### config.mk
export PLATFORM = sky130hd
export DESIGN_NAME = tx_sample_feeder
export DESIGN_NICKNAME = d
export VERILOG_FILES = /design/src/rtl/tx_sample_feeder.sv
export SDC_FILE = /design/constraint.sdc
export NUM_CORES = 1
export LEC_CHECK = 0
export BUFFER_PORTS_ARGS = -buffer_cell sky130_fd_sc_hd__buf_2
export CAP_MARGIN = 15
export CORE_ASPECT_RATIO = 1.2
export CORE_MARGIN = 2
export CORE_UTILIZATION = 39
export DETAILED_ROUTE_END_ITERATION = 6
export PLACE_DENSITY = 0.54
export RECOVER_POWER = 100
export SLEW_MARGIN = 10
export SYNTH_ARGS = -nofsm -noshare
export SYNTH_HDL_FRONTEND = slang
export SYNTH_SLANG_ARGS = --single-unit
export TNS_END_PERCENT = 5
### constraint.sdc
create_clock -name clk_i -period 11.66 [get_ports clk_i]
set_clock_uncertainty 0.2 [all_clocks]
set_input_delay 1.749 -clock clk_i [delete_from_list [all_inputs] [get_ports clk_i]]
set_output_delay 1.749 -clock clk_i [all_outputs]
set_load 0.05 [all_outputs]
### src/rtl/tx_sample_feeder.sv
// Buffers I/Q/phi triples from the baseband processor and releases one triple every
// RATE_DIV clocks; presents zeros until the FIFO is primed and whenever it runs dry.
//
// state       | meaning
// ST_IDLE     | stream stopped or not yet primed; zeros presented at each tick
// ST_RUN      | streaming; each tick pops the FIFO head onto the outputs
// ST_UNDERRUN | FIFO ran dry while streaming; zeros until primed again
module tx_sample_feeder #(
   parameter int DATA_WIDTH  = 16,
   parameter int DEPTH       = 16,
   parameter int PRIME_LEVEL = 8,
   parameter int RATE_DIV    = 32
) (
   input  logic                         clk_i,
   input  logic                         rst_i,
   input  logic                         en_i,
   input  logic                         s_valid_i,
   output logic                         s_ready_o,
   input  logic [DATA_WIDTH-1:0]        s_i_i,
   input  logic [DATA_WIDTH-1:0]        s_q_i,
   input  logic [DATA_WIDTH-1:0]        s_phi_i,
   output logic [DATA_WIDTH-1:0]        in_data_1_o,
   output logic [DATA_WIDTH-1:0]        in_data_2_o,
   output logic [DATA_WIDTH-1:0]        phi_o,
   output logic                         out_strobe_o,
   output logic [$clog2(DEPTH):0]       level_o,
   output logic                         underflow_o,
   input  logic                         clr_underflow_i
);
   localparam int AW = $clog2(DEPTH);
   localparam int LW = AW + 1;
   localparam int CW = $clog2(RATE_DIV);

   typedef enum logic [1:0] {ST_IDLE, ST_RUN, ST_UNDERRUN} state_t;

   state_t                state_q, state_d;
   logic [CW-1:0]         cnt_q, cnt_d;
   logic [AW-1:0]         wr_ptr_q, rd_ptr_q;
   logic [LW-1:0]         level_q, level_d;
   logic [DATA_WIDTH-1:0] mem_i_q [DEPTH];
   logic [DATA_WIDTH-1:0] mem_q_q [DEPTH];
   logic [DATA_WIDTH-1:0] mem_p_q [DEPTH];
   logic [DATA_WIDTH-1:0] out_i_q, out_q_q, out_p_q;
   logic                  strobe_q, underflow_q, underflow_d;
   logic                  tick, push, pop, fifo_empty, prime_ok;

   assign tick       = (cnt_q == CW'(RATE_DIV - 1));
   assign s_ready_o  = (level_q < LW'(DEPTH));
   assign push       = s_valid_i & s_ready_o;
   assign fifo_empty = (level_q == '0);
   assign prime_ok   = (level_q >= LW'(PRIME_LEVEL));
   // Pop decision uses the state before any transition taken on the same edge.
   assign pop        = tick & (state_q == ST_RUN) & ~fifo_empty;
   assign cnt_d      = tick ? '0 : cnt_q + CW'(1);

   always_comb begin
      state_d     = state_q;
      level_d     = level_q;
      underflow_d = underflow_q;
      case ({push, pop})
         2'b10:   level_d = level_q + LW'(1);
         2'b01:   level_d = level_q - LW'(1);
         default: level_d = level_q;
      endcase
      if (tick && state_q == ST_RUN && fifo_empty)
         underflow_d = 1'b1;
      else if (clr_underflow_i)
         underflow_d = 1'b0;
      case (state_q)
         ST_IDLE:     if (en_i && prime_ok) state_d = ST_RUN;
         ST_RUN:      if (!en_i) state_d = ST_IDLE;
                      else if (tick && fifo_empty) state_d = ST_UNDERRUN;
         ST_UNDERRUN: if (!en_i) state_d = ST_IDLE;
                      else if (prime_ok) state_d = ST_RUN;
         default:     state_d = ST_IDLE;
      endcase
   end

   always_ff @(posedge clk_i) begin
      if (push) begin
         mem_i_q[wr_ptr_q] <= s_i_i;
         mem_q_q[wr_ptr_q] <= s_q_i;
         mem_p_q[wr_ptr_q] <= s_phi_i;
      end
   end

   always_ff @(posedge clk_i) begin
      if (rst_i) begin
         state_q     <= ST_IDLE;
         cnt_q       <= '0;
         wr_ptr_q    <= '0;
         rd_ptr_q    <= '0;
         level_q     <= '0;
         out_i_q     <= '0;
         out_q_q     <= '0;
         out_p_q     <= '0;
         strobe_q    <= 1'b0;
         underflow_q <= 1'b0;
      end else begin
         state_q     <= state_d;
         cnt_q       <= cnt_d;
         level_q     <= level_d;
         underflow_q <= underflow_d;
         strobe_q    <= tick;
         if (push) wr_ptr_q <= wr_ptr_q + AW'(1);
         if (pop)  rd_ptr_q <= rd_ptr_q + AW'(1);
         if (tick) begin
            out_i_q <= pop ? mem_i_q[rd_ptr_q] : '0;
            out_q_q <= pop ? mem_q_q[rd_ptr_q] : '0;
            out_p_q <= pop ? mem_p_q[rd_ptr_q] : '0;
         end
      end
   end

   assign in_data_1_o  = out_i_q;
   assign in_data_2_o  = out_q_q;
   assign phi_o        = out_p_q;
   assign out_strobe_o = strobe_q;
   assign level_o      = level_q;
   assign underflow_o  = underflow_q;
endmodule
# After elaboration in Yosys (flattened, before gate mapping)
# Memories as Yosys holds them, arrays and structs flattened. A register that Yosys moved wholly into a read port is not among the register bits.
# Index checks and enable logic that the tools add are counted.
# word_totals
register_bits	70
mem_bits_rw	768
inputBits	53
output_inout_bits	56
elab_cells	62
memories	3
# mem_list
name	depth	word_bits	rd	rd_clocked_by_memory_dff	write_ports	line	text
mem_i_q	16	16	1	1	1	40	logic [DATA_WIDTH-1:0] mem_i_q [DEPTH];
mem_p_q	16	16	1	1	1	42	logic [DATA_WIDTH-1:0] mem_p_q [DEPTH];
mem_q_q	16	16	1	1	1	41	logic [DATA_WIDTH-1:0] mem_q_q [DEPTH];
# classes
n_addsub	5
n_lt_le_gt_ge	2
n_eq_ne	8
mux	20
bitwise	4
n_reduce_logical	10
# ops
cell	count
16-bit two-way mux	3
4-bit two-way mux	6
5-bit by 1-bit adder with 5-bit output, second input constant	2
2-bit two-way mux	5
5-bit case mux with 2 select lines	1
4-bit by 1-bit adder with 4-bit output, second input constant	2
2-bit case mux with 3 select lines	1
5-bit equality test, second input constant	1
5-bit by 4-bit greater-or-equal comparator with 1-bit output, second input constant	1
5-bit zero test	1
5-bit less-than comparator, second input constant	1
5-bit by 1-bit subtractor with 5-bit output, second input constant	1
2-bit by 1-bit equality test with 1-bit output, second input constant	2
2-bit equality test, second input constant	2
1-bit logical AND	4
1-bit two-way mux	4
2-bit nonzero test	2
1-bit AND	3
3-bit by 2-bit != test with 1-bit output, second input constant	1
3-bit != test, second input constant	1
3-bit AND reduction	1
2-bit zero test	1
2-bit != test, second input constant	1
2-bit OR reduction	1
1-bit NOT	1

# Depth between registers and ports, before layout
# logic_depth
depth_word	5
depth_mapped	13
depth_no_buf	12

# Worst setup path before layout
# No wires, ideal clock.
# synth_path
path_kind	in2reg
start	in s_valid_i
end	mem mem_i_q[3][0], enable pin
setup_time_ns	0.513
t_arrival_ns	5.594
required_time_ns	10.947
setup_slack_ns	5.353
path_stages	4
n_path_buf	1
cell_sequence	nor2b_1 -> clkbuf_1 -> nand2_1 -> nor3_1
# synth_via
elab_chain_len	3
# synth_lines
element	line	text
from (decl)	17	input logic s_valid_i,
1-bit AND	49	assign push = s_valid_i & s_ready_o;
1-bit two-way mux	80	if (push) begin
1-bit two-way mux (implied by the code)	81	mem_i_q[wr_ptr_q] <= s_i_i;
to (decl)	40	
# Every way passes these cells.

# Worst setup path after layout
# layout_path
start	in s_valid_i
end	mem mem_i_q[11][7], enable pin
# Same word-level chain as after synthesis.

==> results.cfg <==
[detailed_routing]
met3_length_um = 3230
highest_layer = met5
wire_per_inst_um = 24.0
viasPerCell = 5.32
drtPass1Iterations = 5
via_count = 16900
wl_met2_um = 38800
antenna_left = 0
route.layer.met1.wl_um = 32400
first_iter_violations = 1277
postRouteWirelength_um = 76100
route.detailed.drc = 0

[sta]
finalSetupViolations = 0
fin_crit_sh_pct = 58.1
fmax_ghz = 0.148
finalHoldViolCount = 0
slew_headroom_pct = -186
fin_tns_setup_ns = 0
drv_slew = 853
rsz0062_at_grt = no
tightest_slew_ns = 4.29
setup_slack_ns = 4.88
hold_slack_ns = 0.254
min_period_ns = 6.78

[placement]
dp_hpwl_um = 37500
numPlacedInstances = 3012
dp_slack_ns = 6.53
place_congestion = 0.739
io_buffers = 108

[layout]
multi_input_area_sq_um = 7120
drive_above_1_share_pct = 7.29
utilization_pct = 44.3
register_area_sq_um = 24500
layout_commonest_cell = edfxtp_1
syn2layout_area_growth_pct = 12.6
nNetsFinal = 2108
fill_cells = 7125
instances_no_fill = 3168
final_cell_mix = edfxtp_1 (768), mux2i_1 (382), clkbuf_1 (143), nor2_1 (121), nor3_1 (101)

[global_route]
grt_pass1_vias = 17100
grt-ovfl-total = 0
track_usage_pct = 17.8
antenna_found_initial = 5
grt_max_degree = 132
grt_first_pass_wirelength_um = 112000

[worst_setup_path]
reg2reg_to = mem_i_q[11][7]
crit_path_max_fanout = 25
crit_chain = buf_2 -> nor2b_1 -> nand2_1 -> nor2_1 -> clkbuf_1
rrSetupSlack_ns = 5.70
crit_type = input port to flip-flop
critical_path.slowest_cell = nor2_1
ff2ff_path_depth = 4
reg2reg_from = level_o[4]
worst-endpoint-arrival_ns = 6.79
start_kind = input port
path_delay_family = simple AND/OR/NAND/NOR gates
cp.required_ns = 11.67
slowest_delay_ns = 2.53
end_kind = flip-flop
critPathBufInv = 2

[cts]
clk_pin_slew_ns = 0.06
clk_latency_ns = 0.63
cts_resized = 0
post_cts_buffers = 0
cts_buffers = 84
cts_sinks = 842
clockBufferDepth = 3
hold_buffers = 0
clock-root-buffer = clkbuf_16
htreeDepth = 3
cts_tree = built

[logic_synthesis]
seq_area_frac_synth_pct = 76.1
syn_inst = 1934
synth_nets = 1997
ys_ff_latch = 842
synth_warnings = 0
synth_cell_types = 41
avgSynthCellArea_sq_um = 16.7
syn_area_sq_um = 32200

[floorplanning]
dieArea_sq_um = 85000
die_h_um = 319
die_w_um = 266
start_util_pct = 39.4
ios = 109
fp-row-count = 115
core_sq_um = 81900

[min_path]
min-delay-start = phi_o[13]
min_to = phi_o[13]
hold_depth = 2
min_path_type = flip-flop to flip-flop

[pwr]
powerDensity_nw_per_um2 = 168
p_leak_nw = 10.7
max-vdd-ir-drop_v = 0.000105

[job]
max-cap-violations = 26

[run_status]
failed_checks = capacitance limit, slew limit
status = complete, but fails checks
[synth_stat cells (all sizes together)]
| cell type | instances | share of area [%] |
|---|---|---|
| a211o | 1 | 0.027 |
| a211oi | 3 | 0.070 |
| a21oi | 9 | 0.17 |
| a31oi | 2 | 0.039 |
| and2 | 2 | 0.039 |
| and3 | 1 | 0.019 |
| buf | 64 | 1.4 |
| clkbuf | 47 | 0.55 |
| dfxtp | 74 | 4.6 |
| edfxtp | 768 | 72 |
| ha | 10 | 0.39 |
| inv | 6 | 0.070 |
| mux2 | 2 | 0.070 |
| mux2i | 382 | 12 |
| mux4 | 2 | 0.14 |
| nand2 | 56 | 0.65 |
| nand2b | 8 | 0.16 |
| nand3 | 3 | 0.047 |
| nand3b | 3 | 0.082 |
| nand4 | 1 | 0.019 |
| nor2 | 125 | 1.5 |
| nor2b | 5 | 0.097 |
| nor3 | 103 | 1.6 |
| o21ai | 96 | 1.5 |
| o22a | 1 | 0.027 |
| o22ai | 96 | 1.9 |
| o31ai | 48 | 1.1 |
| or2 | 1 | 0.019 |
| or3 | 1 | 0.019 |
| or3b | 1 | 0.027 |
| or4b | 2 | 0.062 |
| xnor2 | 5 | 0.14 |
| xor2 | 6 | 0.16 |
[where the power goes]
group / internal, mW / switching, mW
Combinational: 0.0228 / 0.0938
Sequential: 3.33 / 0.00965
Clock: 1.52 / 1.11
[cell type report]
| class | count | share of cell area (%) |
|---|---|---|
| sequential | 842 | 67.7 |
| multi-input combinational | 975 | 19.6 |
| clock buffer | 116 | 6.58 |
| tap | 1053 | 3.63 |
| timing repair buffer | 136 | 1.57 |
| clock inverter | 38 | 0.855 |
| inverter | 6 | 0.0621 |
| antenna | 2 | 0.0138 |
[routing by layer]
metal  global-route usage [%]  up-vias
li1                         -     7737
met1                     22.9     8659
met2                     30.9      342
met3                     2.72      110
met4                     5.79        6
met5                        0        -
[worst min-delay path, stage by stage, from the launching register on]
cell and delay (ns):
dfxtp_1 0.32, nand2_1 0.05, o31ai_1 0.05
[through the flow]
step	instance area (sq um)	total power [mW]
6_report	36300	6.10
3_3_place_gp	33900	3.52
5_1_grt	36300	6.29
2_1_floorplan	32200	3.45
4_1_cts	36600	6.16
3_5_place_dp	33900	3.53
[registers in the layout, indices dropped and copies added (netlist names), named ones only]
register and count:
in_data_1_o 16, level_o 5, wr_ptr_q 4, in_data_2_o 16, rd_ptr_q 4, underflow_o 1, mem_p_q 256, cnt_q 5
phi_o 16, mem_i_q 256, out_strobe_o 1, state_q 2, mem_q_q 256
[logic make-up (layout without fill, tap and decap cells)]
family / count (synthesis) / after routing / share of synthesized area [%]
adder cells (fa/ha/maj): 10 / 10 / 0.388
buffers and inverters: 117 / 296 / 1.98
XOR/XNOR: 11 / 11 / 0.299
AND/OR/NAND/NOR: 312 / 312 / 4.31
AO/OA/AOI/OAI: 256 / 256 / 4.81
multiplexers: 386 / 386 / 12.1
other: 0 / 2 / 0
flip-flops: 842 / 842 / 76.1
[worst max-delay path by stage]
stage / start / endpoint / cells after the start / slack [ns]
CTS: s_valid_i / mem_i_q[11][7] / 5 / 7.19
detailed placement: s_valid_i / mem_p_q[11][5] / 5 / 6.53
floorplan: s_valid_i / mem_i_q[3][0] / 4 / 5.35
global route: s_valid_i / mem_i_q[11][7] / 5 / 4.58
finish: s_valid_i / mem_i_q[11][7] / 5 / 4.88
global placement: s_valid_i / mem_p_q[11][4] / 5 / 6.55
(Power assumes the default switching activity.)
